==> src/rtl/data_memory_interface_pkg.sv <==
// Shared definitions for the RV64I data-memory interface: funct3 load/store
// encodings, FSM state encoding and small lane/alignment helpers.
package data_memory_interface_pkg;

  localparam logic [2:0] FUNCT3_LB      = 3'b000;
  localparam logic [2:0] FUNCT3_LH      = 3'b001;
  localparam logic [2:0] FUNCT3_LW      = 3'b010;
  localparam logic [2:0] FUNCT3_LD      = 3'b011;
  localparam logic [2:0] FUNCT3_LBU     = 3'b100;
  localparam logic [2:0] FUNCT3_LHU     = 3'b101;
  localparam logic [2:0] FUNCT3_LWU     = 3'b110;
  localparam logic [2:0] FUNCT3_SB      = 3'b000;
  localparam logic [2:0] FUNCT3_SH      = 3'b001;
  localparam logic [2:0] FUNCT3_SW      = 3'b010;
  localparam logic [2:0] FUNCT3_SD      = 3'b011;
  localparam logic [2:0] FUNCT3_ILLEGAL = 3'b111;

  typedef enum logic [1:0] {
    ST_IDLE  = 2'b00,
    ST_BEAT0 = 2'b01,
    ST_BEAT1 = 2'b10,
    ST_DONE  = 2'b11
  } state_e;

  // Byte enables for one 32-bit beat; funct3[1:0] carries the access size.
  function automatic logic [3:0] lane_enables(input logic [2:0] funct3, input logic [1:0] lane);
    logic [3:0] be;
    case (funct3[1:0])
      2'b00:   be = 4'b0001 << lane;
      2'b01:   be = 4'b0011 << lane;
      default: be = 4'b1111;
    endcase
    return be;
  endfunction

  // True when the low address bits are not a multiple of the access size.
  function automatic logic is_misaligned(input logic [2:0] funct3, input logic [2:0] lo);
    logic mis;
    case (funct3[1:0])
      2'b01:   mis = (lo[0] != 1'b0);
      2'b10:   mis = (lo[1:0] != 2'b00);
      2'b11:   mis = (lo != 3'b000);
      default: mis = 1'b0;
    endcase
    return mis;
  endfunction

  // Clears the address bits below the access size (natural alignment).
  function automatic logic [2:0] align_low(input logic [2:0] funct3, input logic [2:0] lo);
    logic [2:0] al;
    case (funct3[1:0])
      2'b00:   al = lo;
      2'b01:   al = {lo[2:1], 1'b0};
      2'b10:   al = {lo[2], 2'b00};
      default: al = 3'b000;
    endcase
    return al;
  endfunction

endpackage

==> src/rtl/data_memory_interface_load_extender.sv <==
// Load result formatting: selects the addressed lane of a 32-bit read beat
// and sign- or zero-extends it to 64 bits according to funct3.
module data_memory_interface_load_extender
  import data_memory_interface_pkg::*;
(
  input  logic [2:0]  funct3,
  input  logic [1:0]  lane,
  input  logic [31:0] rdata,
  output logic [63:0] ext_data
);

  logic [31:0] shifted_s;

  // Move the addressed lane down to bit 0, then extend by size and signedness.
  always_comb begin
    shifted_s = rdata >> {lane, 3'b000};
    case (funct3)
      FUNCT3_LB:  ext_data = {{56{shifted_s[7]}}, shifted_s[7:0]};
      FUNCT3_LH:  ext_data = {{48{shifted_s[15]}}, shifted_s[15:0]};
      FUNCT3_LW:  ext_data = {{32{shifted_s[31]}}, shifted_s};
      FUNCT3_LBU: ext_data = {56'h0, shifted_s[7:0]};
      FUNCT3_LHU: ext_data = {48'h0, shifted_s[15:0]};
      FUNCT3_LWU: ext_data = {32'h0, shifted_s};
      default:    ext_data = 64'h0;
    endcase
  end

endmodule

==> src/rtl/data_memory_interface.sv <==
// Data-memory interface for the RV64I core: turns one load/store into one or
// two 32-bit req/ack bus beats, stalls the core via mem_busy and pulses
// mem_done on completion. A per-beat watchdog ends a hung beat with bus_error.
// Optional feature macro: DATA_MEM_MISALIGN_EXC_EN (misaligned accesses raise
// misaligned_exc instead of being forced to natural alignment).
module data_memory_interface
  import data_memory_interface_pkg::*;
#(
  parameter int ADDR_WIDTH     = 32,
  parameter int TIMEOUT_CYCLES = 255
) (
  input  logic                  clock,
  input  logic                  reset,
  input  logic                  data_mem_read_en,
  input  logic                  data_mem_write_en,
  input  logic [2:0]            inst_funct3,
  input  logic [63:0]           address,
  input  logic [63:0]           write_data,
  output logic [63:0]           read_data,
  output logic                  mem_busy,
  output logic                  mem_done,
  output logic                  bus_error,
`ifdef DATA_MEM_MISALIGN_EXC_EN
  output logic                  misaligned_exc,
`endif
  output logic                  bus_req,
  output logic                  bus_we,
  output logic [ADDR_WIDTH-1:0] bus_addr,
  output logic [31:0]           bus_wdata,
  output logic [3:0]            bus_be,
  input  logic                  bus_ack,
  input  logic [31:0]           bus_rdata
);

  localparam logic [31:0] TIMEOUT_LIMIT = 32'(TIMEOUT_CYCLES);
  localparam logic        WDOG_EN       = (TIMEOUT_LIMIT != 32'd0);

  state_e                state_q, state_d;
  logic [ADDR_WIDTH-1:0] addr_q, addr_d;
  logic [2:0]            funct3_q, funct3_d;
  logic [63:0]           wdata_q, wdata_d;
  logic                  we_q, we_d;
  logic [31:0]           lo_q, lo_d;
  logic [31:0]           wdog_q, wdog_d;
  logic [63:0]           read_data_q, read_data_d;
  logic                  mem_done_q, mem_done_d;
  logic                  bus_error_q, bus_error_d;
  logic                  bus_req_q, bus_req_d;
  logic                  bus_we_q, bus_we_d;
  logic [ADDR_WIDTH-1:0] bus_addr_q, bus_addr_d;
  logic [31:0]           bus_wdata_q, bus_wdata_d;
  logic [3:0]            bus_be_q, bus_be_d;
`ifdef DATA_MEM_MISALIGN_EXC_EN
  logic                  misaligned_q, misaligned_d;
`endif
  logic                  req_s;
  logic                  timeout_s;
  logic [63:0]           ext_s;
  logic                  unused_addr_s;

  assign req_s         = data_mem_read_en | data_mem_write_en;
  assign timeout_s     = WDOG_EN && ((wdog_q + 32'd1) == TIMEOUT_LIMIT);
  assign unused_addr_s = ^address[63:ADDR_WIDTH];

  data_memory_interface_load_extender u_load_extender (
    .funct3   (funct3_q),
    .lane     (addr_q[1:0]),
    .rdata    (bus_rdata),
    .ext_data (ext_s)
  );

  // Next-state, capture and registered-output computation for the access FSM.
  always_comb begin
    state_d     = state_q;
    addr_d      = addr_q;
    funct3_d    = funct3_q;
    wdata_d     = wdata_q;
    we_d        = we_q;
    lo_d        = lo_q;
    wdog_d      = wdog_q;
    read_data_d = read_data_q;
    bus_error_d = 1'b0;
`ifdef DATA_MEM_MISALIGN_EXC_EN
    misaligned_d = 1'b0;
`endif
    case (state_q)
      ST_IDLE: begin
        if (req_s) begin
          we_d     = data_mem_write_en;
          funct3_d = inst_funct3;
          addr_d   = {address[ADDR_WIDTH-1:3], align_low(inst_funct3, address[2:0])};
          wdata_d  = write_data;
          wdog_d   = 32'd0;
          if (inst_funct3 == FUNCT3_ILLEGAL) begin
            state_d     = ST_DONE;
            read_data_d = 64'h0;
          end
`ifdef DATA_MEM_MISALIGN_EXC_EN
          else if (is_misaligned(inst_funct3, address[2:0])) begin
            state_d      = ST_DONE;
            read_data_d  = 64'h0;
            misaligned_d = 1'b1;
          end
`endif
          else begin
            state_d = ST_BEAT0;
          end
        end else begin
          state_d = ST_IDLE;
        end
      end
      ST_BEAT0: begin
        if (bus_ack) begin
          wdog_d = 32'd0;
          if (funct3_q == FUNCT3_LD) begin
            state_d = ST_BEAT1;
            lo_d    = bus_rdata;
          end else begin
            state_d = ST_DONE;
            if (!we_q) begin
              read_data_d = ext_s;
            end else begin
              read_data_d = read_data_q;
            end
          end
        end else if (timeout_s) begin
          state_d     = ST_DONE;
          bus_error_d = 1'b1;
          read_data_d = 64'h0;
        end else begin
          wdog_d = wdog_q + 32'd1;
        end
      end
      ST_BEAT1: begin
        if (bus_ack) begin
          state_d = ST_DONE;
          if (!we_q) begin
            read_data_d = {bus_rdata, lo_q};
          end else begin
            read_data_d = read_data_q;
          end
        end else if (timeout_s) begin
          state_d     = ST_DONE;
          bus_error_d = 1'b1;
          read_data_d = 64'h0;
        end else begin
          wdog_d = wdog_q + 32'd1;
        end
      end
      ST_DONE: state_d = ST_IDLE;
      default: state_d = ST_IDLE;
    endcase

    // Bus outputs follow the next state so they are valid from the first beat cycle.
    bus_req_d = (state_d == ST_BEAT0) || (state_d == ST_BEAT1);
    if (bus_req_d) begin
      bus_we_d = we_d;
      bus_be_d = lane_enables(funct3_d, addr_d[1:0]);
      if (state_d == ST_BEAT1) begin
        bus_addr_d  = {addr_d[ADDR_WIDTH-1:3], 3'b100};
        bus_wdata_d = wdata_d[63:32];
      end else begin
        bus_addr_d  = {addr_d[ADDR_WIDTH-1:2], 2'b00};
        bus_wdata_d = wdata_d[31:0] << {addr_d[1:0], 3'b000};
      end
    end else begin
      bus_we_d    = 1'b0;
      bus_be_d    = 4'b0000;
      bus_addr_d  = '0;
      bus_wdata_d = 32'h0;
    end
    mem_done_d = (state_d == ST_DONE);
  end

  // State, captured request and registered outputs; reset abandons any access.
  always_ff @(posedge clock) begin
    if (reset) begin
      state_q      <= ST_IDLE;
      addr_q       <= '0;
      funct3_q     <= 3'b000;
      wdata_q      <= 64'h0;
      we_q         <= 1'b0;
      lo_q         <= 32'h0;
      wdog_q       <= 32'd0;
      read_data_q  <= 64'h0;
      mem_done_q   <= 1'b0;
      bus_error_q  <= 1'b0;
      bus_req_q    <= 1'b0;
      bus_we_q     <= 1'b0;
      bus_addr_q   <= '0;
      bus_wdata_q  <= 32'h0;
      bus_be_q     <= 4'b0000;
`ifdef DATA_MEM_MISALIGN_EXC_EN
      misaligned_q <= 1'b0;
`endif
    end else begin
      state_q      <= state_d;
      addr_q       <= addr_d;
      funct3_q     <= funct3_d;
      wdata_q      <= wdata_d;
      we_q         <= we_d;
      lo_q         <= lo_d;
      wdog_q       <= wdog_d;
      read_data_q  <= read_data_d;
      mem_done_q   <= mem_done_d;
      bus_error_q  <= bus_error_d;
      bus_req_q    <= bus_req_d;
      bus_we_q     <= bus_we_d;
      bus_addr_q   <= bus_addr_d;
      bus_wdata_q  <= bus_wdata_d;
      bus_be_q     <= bus_be_d;
`ifdef DATA_MEM_MISALIGN_EXC_EN
      misaligned_q <= misaligned_d;
`endif
    end
  end

  assign mem_busy  = ((state_q == ST_IDLE) & req_s) | (state_q == ST_BEAT0) | (state_q == ST_BEAT1);
  assign read_data = read_data_q;
  assign mem_done  = mem_done_q;
  assign bus_error = bus_error_q;
  assign bus_req   = bus_req_q;
  assign bus_we    = bus_we_q;
  assign bus_addr  = bus_addr_q;
  assign bus_wdata = bus_wdata_q;
  assign bus_be    = bus_be_q;
`ifdef DATA_MEM_MISALIGN_EXC_EN
  assign misaligned_exc = misaligned_q;
`endif

endmodule

==> config.mk <==
export PLATFORM = sky130hd
export DESIGN_NAME = data_memory_interface
export DESIGN_NICKNAME = d
export VERILOG_FILES = /design/src/rtl/data_memory_interface_pkg.sv /design/src/rtl/data_memory_interface_load_extender.sv /design/src/rtl/data_memory_interface.sv
export SDC_FILE = /design/constraint.sdc
export NUM_CORES = 1
export LEC_CHECK = 0
export CAP_MARGIN = 20
export CORE_ASPECT_RATIO = 0.9
export CORE_UTILIZATION = 45
export CTS_BUF_LIST = sky130_fd_sc_hd__clkbuf_4 sky130_fd_sc_hd__clkbuf_8
export CTS_CLUSTER_DIAMETER = 120
export DETAILED_ROUTE_END_ITERATION = 10
export DONT_BUFFER_PORTS = 1
export GPL_TIMING_DRIVEN = 0
export PLACE_DENSITY = 0.69
export SETUP_SLACK_MARGIN = 0.02
export SYNTH_ARGS = -nofsm -noshare
export SYNTH_HDL_FRONTEND = slang
export SYNTH_SLANG_ARGS = --single-unit
==> constraint.sdc <==
create_clock -name clock -period 11.83 [get_ports clock]
set_clock_uncertainty 0.15 [all_clocks]
set_input_delay 1.7745 -clock clock [delete_from_list [all_inputs] [get_ports clock]]
set_output_delay 1.7745 -clock clock [all_outputs]
set_load 0.02 [all_outputs]
# After elaboration in Yosys (flattened, before gate mapping)
# Index checks and enable logic that the tools add are counted.
[op_classes] n_reduce_logical=13 bitwise=6 n_mux=35 n_addsub=1 n_shift=4 n_eq_ne=23
[op_table] cell="two-way mux 64 bit" n=10
[op_table] cell="case mux 64 bit (6 select lines)" n=1
[op_table] cell="two-way mux 32 bit" n=7
[op_table] cell="case mux 64 bit (3 select lines)" n=1
[op_table] cell="case mux 32 bit (3 select lines)" n=1
[op_table] cell="adder 32 x 1 -> 32 bit (second input constant)" n=1
[op_table] cell="== test 32 x 8 -> 1 bit (second input constant)" n=1
[op_table] cell="<< shifter 32 x 5 -> 32 bit" n=1
[op_table] cell=">> shifter 32 x 5 -> 32 bit" n=1
[op_table] cell="two-way mux 2 bit" n=7
[op_table] cell="== test 3 bit (second input constant)" n=4
[op_table] cell="== test 2 bit (second input constant)" n=5
[op_table] cell="inequality test 3 bit (second input constant)" n=3
[op_table] cell="case mux 3 bit (3 select lines)" n=1
[op_table] cell="== test 2 x 1 -> 1 bit (second input constant)" n=4
[op_table] cell="case mux 2 bit (4 select lines)" n=1
[op_table] cell="case mux 4 bit (2 select lines)" n=1
[op_table] cell="== test 3 x 2 -> 1 bit (second input constant)" n=2
[op_table] cell="zero test 2 bit" n=3
[op_table] cell="inequality test 2 bit (second input constant)" n=3
[op_table] cell="AND reduction 3 bit" n=2
[op_table] cell="AND reduction 6 bit" n=1
[op_table] cell="two-way mux 1 bit" n=4
[op_table] cell="OR reduction 2 bit" n=2
[op_table] cell="other kinds (12)" n=15
[word_totals] input_bits=168 register_bits=302

# Depth between registers and ports, before layout
# Gate-level depths: netlist of run 1.
[depth] depth_word=9 mapped_depth=16 mapped_depth_nobuf=15

# Cells and area by module
# Synthesis of run 1 repeated with hierarchy kept, for this count alone.
[hier_totals] hier_cells=2040 area_unflattened_um2=15310.9
[by_module_without_submodules] mod="data_memory_interface" seq_area_each_um2=6005.8 instances=1 area_per_inst_um2=14258.7 cells_each=1898
[by_module_without_submodules] mod="data_memory_interface_load_extender" seq_area_each_um2=0.0 instances=1 area_per_inst_um2=1052.3 cells_each=142

# Worst setup path after synthesis of run 1
# OpenSTA, ideal clock, no wires.
[synth_timing] kind="input to output" startpoint="input port data_mem_write_en" endpoint="output port mem_busy" t_arrival_ns=3.334 stages=5 slack_ns=6.571 required_ns=9.906 cell_sequence="o21ai_1 -> clkbuf_1 -> clkbuf_1 -> clkbuf_1 -> nand2_1"
[synth_via] elab_chain_cells=4
[synth_rtl] item="from (decl)" line_no="data_memory_interface.sv:15" text="input logic data_mem_write_en,"
[synth_rtl] item="bitwise OR 1 bit" line_no="data_memory_interface.sv:61" text="assign req_s = data_mem_read_en | data_mem_write_en;"
[synth_rtl] item="bitwise AND 1 bit" line_no="data_memory_interface.sv:218" text="assign mem_busy = ((state_q == ST_IDLE) & req_s) | (state_q == ST_BEAT0) | (state_q == ST_BEAT1);"
[synth_rtl] item="bitwise OR 1 bit (2 in a row)" line_no="data_memory_interface.sv:218"
[synth_rtl] item="to (decl)" line_no="data_memory_interface.sv:20" text="output logic mem_busy,"
# No other way between the ends.

# Worst setup path in the final report of run 1
# Same ends and word-level chain as after synthesis.

==> metrics.cfg, run 1 <==
[run_status]
outcome = finished, final reports clean

[worst_setup_path]
cpPeakStageDelay_ps = 600
critical_path.top_delay_family = buffers and inverters
path_buf_inv = 3
cp_max_fo = 10
slowest_stage = clkbuf_1
worstPathCellList = o21ai_1 > clkbuf_1 > clkbuf_1 > clkbuf_1 > nand2_1
path_common_cell = clkbuf_1
startpoint_type = input port
cp.arrival_ps = 4430
crit_required_ps = 9910
crit_type = input port to primary output
end_kind = primary output

[finish]
n_antenna_cell = 0
drive_above_1_share_pct = 6.16
syn_to_final_growth_pct = 11.4
final_cell_count_no_fill = 2341
nets = 2072
n_fill_cell = 3036
design_area_um2 = 15900
post-route-util_pct = 51.2

[placed_design]
placed_cells = 2253
placed_cell_area_um2 = 14800
dp_hpwl_mm = 37.2
routabilityCongestion = 0.946
port_buffers = 0

[clock_tree]
postCtsResizedCells = 0
cts_buffers = 49
clock-root-buffer = clkbuf_8
cts_tree = yes
cts_setup_buffers = 0
cts.path.max_buffers = 3
htree_levels = 2
cts_hold_buf = 0
worstSkewPairLatency_ps = 610
cts.clk_slew.worst_paths_ps = 50
cts.sinks = 300

[logic_synthesis]
synth-edff-count = 0
synth_area_per_cell_um2 = 7.73
yosysSeqAreaShare_pct = 42.2
ys_ff_latch = 300
ys.flop_type = dfxtp_1
synth_area_um2 = 14200
synthCells = 1843
synth_area_leader_cell = dfxtp_1
synth_cell_types = 64
synth_top_cells_by_area = dfxtp_1 (42%), a21oi_1 (10%), nand2_1 (8.6%)
synth_top_area_share_pct = 42.2
async_flop_share_pct = 0
yosysWarningCount = 0

[pwr]
ir_drop_mv = 0.101
powerDensity_nw_per_um2 = 159
power_frac_seq_pct = 44.8
p_sw_share_pct = 30.1
power_switching_w = 0.000760
total_power_w = 0.00252
power.leakage_nw = 5.55
clockPowerShare_pct = 40.8
p_comb_share_pct = 14.4
intPower_w = 0.00176

[route]
initialDrtViolationCount = 1483
drc = 0
postRouteAntennaNets = 0
wl_per_cell_um = 21.3
vias_per_cell = 6.05
drtPass1Iterations = 6
num_vias = 14200
wirelength_mm = 49.9

[sta]
period_needed_ps = 6350
period_share_pct = 53.7
finalSetupViolations = 0
rsz0062_at_grt = false
worst_pin_slew_ps = 922
clock.fmax_ghz = 0.157
relSlewSlack_pct = 38.5
hold_viol = 0
slew_viol_final = 0
tns_ps = 0

[job]
max_cap_viol_count = 0

[floorplan]
die-area_um2 = 32400
io_pins = 305
chipHeight_um = 171
fp.dieW_um = 189
placementRows = 61
start_util_pct = 45.9
coreArea_um2 = 31000

[hold_path]
worstHoldPathType = flip-flop to flip-flop

[grt]
grt_pass1_vias = 12800
grt_use_total_pct = 29.8
grt_overflow = 0
grt_start_max_net_pins = 14
antenna_found_initial = 0
grt_pass1_wl_mm = 74.5

-- layout make-up --
class	count	area, um2	share of cell area [%]
Sequential cell	300	6010	37.9
Multi-Input combinational cell	1367	7560	47.6
Clock buffer	73	923	5.82
Clock inverter	15	188	1.18
Tap cell	409	512	3.23
Buffer	166	638	4.02
Inverter	11	41.3	0.260
-- metrics by stage --
step / hold slack (ps) / setup slack [ps]
floorplan: 282 / 6570
global placement: 288 / 5660
detailed placement: 294 / 5640
CTS: 302 / 5630
global route: 313 / 5480
finish: 300 / 5480
-- path summary, 6_finish.rpt --
check | endpoint | from | slack [ps] | cells after the start
setup / recovery | mem_busy | data_mem_write_en | 5480 | 5
setup reg to reg | bus_be[0] | wdog_q[1] | 6260 | 14
hold reg to reg | lo_q[14] | lo_q[14] | 300 | 2
hold / removal | lo_q[14] | lo_q[14] | 300 | 2
-- worst reg2reg max path, delay by kind of cell, from the launching register on --
kind / cells / cell delay, ps
compound gates: 4 / 1110
fa+ha+maj: 2 / 740
buf+inv: 3 / 1250
flops: 1 / 500
simple gates: 5 / 1670
-- cell families after synthesis --
logic type | share of synthesized area [%]
adders and majority gates | 0.791
xor gates and xnor gates | 0.615
AOI/OAI and AO/OA | 24.1
DFF | 42.2
muxes | 6.20
other | 0.0263
buffers and inverters | 4.77
and+or+nand+nor | 21.3
-- routing by layer --
layer / global-route usage (%) / vias up / wire length, um
li1: - / 6626 / -
met1: 39.7 / 6587 / 20800
met2: 43.1 / 822 / 20700
met3: 11.6 / 138 / 6600
met4: 11.0 / 0 / 1740
met5: 0 / - / 0
-- cell usage in the layout (no fill, tap or decap), types with 4 or more instances in the layout --
cell type / n
nand2b_1: 4
nand3_1: 70
mux2_2: 8
a311oi_1: 10
and4_1: 5
clkbuf_8: 60
nor3_1: 20
mux2i_1: 77
buf_1: 15
bufinv_16: 4
nand4b_1: 4
or3_1: 7
xnor2_1: 7
inv_1: 11
dfxtp_1: 300
and3_1: 9
buf_2: 6
a21oi_1: 292
a22oi_1: 68
o21ai_0: 139
a32oi_1: 8
nand4_1: 25
clkbuf_1: 143
clkinv_2: 9
ha_1: 9
nor2b_1: 51
nand2_1: 328
or2_2: 6
nor2_1: 107
a211oi_1: 48
nor4_1: 8
clkbuf_4: 13
and2_1: 5
a31oi_1: 7
-- synth_stat cells, types with 3 or more instances --
master and instances:
a211oi_1 48, inv_1 11, buf_2 6, a21oi_1 292, nand4_1 25, nand3_1 70, and4_1 5, nor2_1 107
or4_1 3, o21ai_0 139, mux2i_1 77, a311oi_1 10, dfxtp_1 300, nand2b_1 4, clkbuf_1 143, ha_1 9
nand4b_1 4, or3_1 7, or2_2 6, nor3b_1 3, a22oi_1 68, buf_1 15, xnor2_1 7, xor2_1 3
nor3_1 20, nand3b_1 3, nor2b_1 51, nand2_1 328, mux2_2 8, and3_1 9, nor4_1 8, and2_1 5
a31oi_1 7, a32oi_1 8
-- power groups by stage --
stage                     clock network, W  logic, W  registers, W
after floorplan                          0  0.000245       0.00114
after global placement                   0  0.000346       0.00115
after detailed placement                 0  0.000352       0.00115
after CTS                          0.00104  0.000353       0.00113
after global routing               0.00109  0.000395       0.00113
final                              0.00103  0.000364       0.00113
-- flip-flops by register name (all words and copies together), names as in the netlist --
signal / count
read_data: 64
wdata_q: 64
addr_q: 32
bus_wdata: 32
lo_q: 32
wdog_q: 32
bus_addr: 30
bus_be: 4
funct3_q: 3
state_q: 2
bus_error: 1
bus_req: 1
bus_we: 1
mem_done: 1
we_q: 1
No activity file was read; power rests on OpenSTA's default activity.
==> run 2: changes to the inputs <==
ABC_AREA = 1   (was default)
PLACE_DENSITY = 0.71   (was 0.69)
clock period = 5.15 ns   (was 11.83 ns; I/O delays follow)
==> run 2 against run 1 <==
Wire length decreased by 2.2%. Synthesized cell count up 11%. Clock power up 120%. Cell area shrank 0.58%. Largest cell class unchanged. Critical path type is now flip-flop to flip-flop. Via count down 1.4%.
==> metrics.cfg, run 2 <==
[run_status]
outcome = finished, final reports clean

[floorplan]
io_pins = 305  ; unchanged
die-area_um2 = 32200  ; -0.58%
fp.dieW_um = 189  ; -0.29%
placementRows = 61  ; unchanged
coreArea_um2 = 30900  ; -0.25%
chipHeight_um = 170  ; -0.29%
start_util_pct = 45.8  ; -0.16 points

[grt]
grt_use_total_pct = 29.5  ; -0.31 points
antenna_found_initial = 5  ; +5
grt_start_max_net_pins = 14  ; unchanged
grt_overflow = 0  ; unchanged
grt_pass1_vias = 13200  ; +3.4%
grt_pass1_wl_mm = 73.5  ; -1.4%

[finish]
n_fill_cell = 3106  ; +2.3%
syn_to_final_growth_pct = 11.4  ; about the same
design_area_um2 = 15800  ; -0.58%
nets = 2275  ; +9.8%
mostFrequentLayoutCell = nand2_1
drive_above_1_share_pct = 6.93  ; +0.77 points
final_cell_mix = nand2_1 (582), dfxtp_1 (300), nor2_1 (246)
post-route-util_pct = 51.0  ; -0.17 points

[worst_setup_path]
cpPeakStageDelay_ps = 420  ; -180 ps
end_kind = flip-flop
r2r_cells = 22  ; +8
startpoint_type = flip-flop
path_common_cell = nand2_1
cp.arrival_ps = 5000  ; +570 ps
crit_type = flip-flop to flip-flop
slowest_stage = dfxtp_1
cp_max_fo = 10  ; unchanged
crit_required_ps = 5530  ; -4380 ps
worstPathCellList = ha_1 > inv_1 > nor2_2 > nand2_2 > nor2_2 > nand2_1 > nand2_1 > nand2_1 > nor2_1 > nand2_1 > nor2_1 > nand3_2 > buf_6 > buf_6 > nand2_1 > nand3_1 > nand2_1 > ha_1 > nor2_2 > clkinv_1 > clkbuf_1 > a21oi_1

[sta]
hold_slack_ps = 167  ; -133 ps
rsz0062_at_grt = false
slew_viol_final = 0  ; unchanged
clock.fmax_ghz = 0.217
period_share_pct = 89.7
hold_viol = 0  ; unchanged
finalSetupViolations = 0  ; unchanged
setup_slack_ps = 532  ; -4950 ps
period_needed_ps = 4620
tns_ps = 0  ; unchanged
worst_pin_slew_ps = 875  ; -46.8 ps
relSlewSlack_pct = 41.7  ; +3.1 points

[logic_synthesis]
ys_ff_latch = 300  ; unchanged
ys_top_cells_by_count = nand2_1 (582), dfxtp_1 (300), nor2_1 (247)
synth_area_leader_cell = dfxtp_1
synth-edff-count = 0  ; unchanged
synth_top_cells_by_area = dfxtp_1 (42%), nand2_1 (15%), a21oi_1 (7.7%)
synth_top_area_share_pct = 42.4  ; +0.25 points
yosysSeqAreaShare_pct = 42.4  ; +0.25 points
synth_area_um2 = 14200  ; -0.59%
synth_area_per_cell_um2 = 6.92  ; -10%
async_flop_share_pct = 0  ; unchanged
yosysWarningCount = 0  ; unchanged
ys.flop_type = dfxtp_1
yosysMostFrequentCell = nand2_1
synthCells = 2046  ; +11%
synth_cell_types = 40  ; -38%

[hold_path]
worstHoldPathCells = 2  ; unchanged
worstHoldPathType = input port to flip-flop

[pwr]
p_sw_share_pct = 30.8  ; +0.71 points
power.leakage_nw = 6.39  ; +15%
powerDensity_nw_per_um2 = 370  ; +130%
p_comb_share_pct = 15.9  ; +1.5 points
power_switching_w = 0.00180  ; +140%
clockPowerShare_pct = 39.2  ; -1.6 points
intPower_w = 0.00404  ; +130%
power_frac_seq_pct = 44.9  ; about the same
ir_drop_mv = 0.305  ; +200%

[placed_design]
dp_slack_ps = 346  ; -5300 ps
routabilityCongestion = 0.993  ; +4.9%
dp_hpwl_mm = 36.9  ; -0.59%
port_buffers = 0  ; unchanged
placed_cell_area_um2 = 14700  ; -0.57%

[clock_tree]
cts_buffers = 49  ; unchanged
cts.sinks = 300  ; unchanged
htree_levels = 2  ; unchanged
clock-root-buffer = clkbuf_8
cts_setup_buffers = 0  ; unchanged
cts.clk_slew.worst_paths_ps = 60  ; about the same
cts_tree = yes
worstSkewPairLatency_ps = 620  ; about the same
cts.path.max_buffers = 3  ; unchanged
cts_hold_buf = 0  ; unchanged

[job]
max_cap_viol_count = 0  ; unchanged

[route]
drc = 0  ; unchanged
wirelength_mm = 48.8  ; -2.2%
drtPass1Iterations = 8  ; +2
initialDrtViolationCount = 1254  ; -15%
wl_per_cell_um = 19.1  ; -10%
vias_per_cell = 5.48  ; -9.4%
postRouteAntennaNets = 0  ; unchanged
num_vias = 14000  ; -1.4%

==> run 2: cell types whose count changed after synthesis, moves of 12 or more <==
cell,before,now
nand2_1,328,582
nor2_1,107,247
inv_1,11,112
a21oi_1,292,217
a22oi_1,68,4
nor2b_1,51,0
a211oi_1,48,3
clkbuf_1,143,105
o211ai_1,2,28
nand4_1,25,4
or2_2,6,26
o21ai_0,139,153
o21ai_1,1,13
==> run 2: worst max-delay path: cells and delay by family (launching register included) <==
family                   cells  cell delay, ps
AND/OR/NAND/NOR             14            1990
buffers and inverters        5            1220
AO/OA/AOI/OAI                1             250
flip-flops                   1             420
adder cells (fa/ha/maj)      2             490
==> run 2: final timing paths <==
kind                               startpoint   endpoint  slack [ps]
worst max-delay path                wdog_q[1]  bus_be[3]         530
worst min-delay path            bus_rdata[13]   lo_q[13]         170
worst max register to register      wdog_q[1]  bus_be[3]         530
worst min register to register        lo_q[0]    lo_q[0]         300
==> run 2: final cells by class <==
type                            instances  area [um2]  area share, %
Antenna cell                            4        10.0         0.0635
Buffer                                133         554           3.51
Clock buffer                           75         957           6.07
Clock inverter                         13         134          0.849
Inverter                              116         435           2.76
Multi-Input combinational cell       1498        7160           45.4
Sequential cell                       300        6010           38.1
Tap cell                              409         512           3.24
==> run 2: power groups by stage <==
stage / registers (W) / clock network (W) / logic, W
after floorplan: 0.00264 / 0 / 0.000642
after global placement: 0.00266 / 0 / 0.000896
after detailed placement: 0.00266 / 0 / 0.000907
after CTS: 0.00262 / 0.00233 / 0.000913
after global routing: 0.00263 / 0.00244 / 0.00102
final: 0.00262 / 0.00229 / 0.000930
==> run 2: kinds of logic (layout without fill, tap and decap cells) <==
family,Yosys count,count (layout),synth area share (%)
AO/OA/AOI/OAI,439,439,16.5
multiplexers,77,77,5.45
AND/OR/NAND/NOR,967,967,27.6
other,1,6,0.0265
XOR/XNOR,4,4,0.248
flip-flops,300,300,42.4
buffers and inverters,249,337,6.99
adder cells (fa/ha/maj),9,9,0.796
==> run 2: per-stage QoR <==
stage,power (W),cells
3_3_place_gp,0.00356,2456
6_report,0.00583,2548
2_1_floorplan,0.00328,2047
3_5_place_dp,0.00357,2456
5_1_grt,0.00609,2548
4_1_cts,0.00585,2544
==> run 2: per-layer routing <==
metal  vias to the layer above  global-route usage, %  part of all wire, %
li1                       6771                      -                    -
met1                      6368                   36.5                   41
met2                       720                   45.1                   43
met3                       113                   11.3                   12
met4                         0                   13.3                  4.2
met5                         -                      0                    0
==> run 2: repair_timing <==
| action | in CTS | in global routing |
|---|---|---|
| endpoints found under the setup margin | 0 | 48 |
| resized for setup | 0 | 1 |
| endpoints found under the hold margin | 0 | 0 |
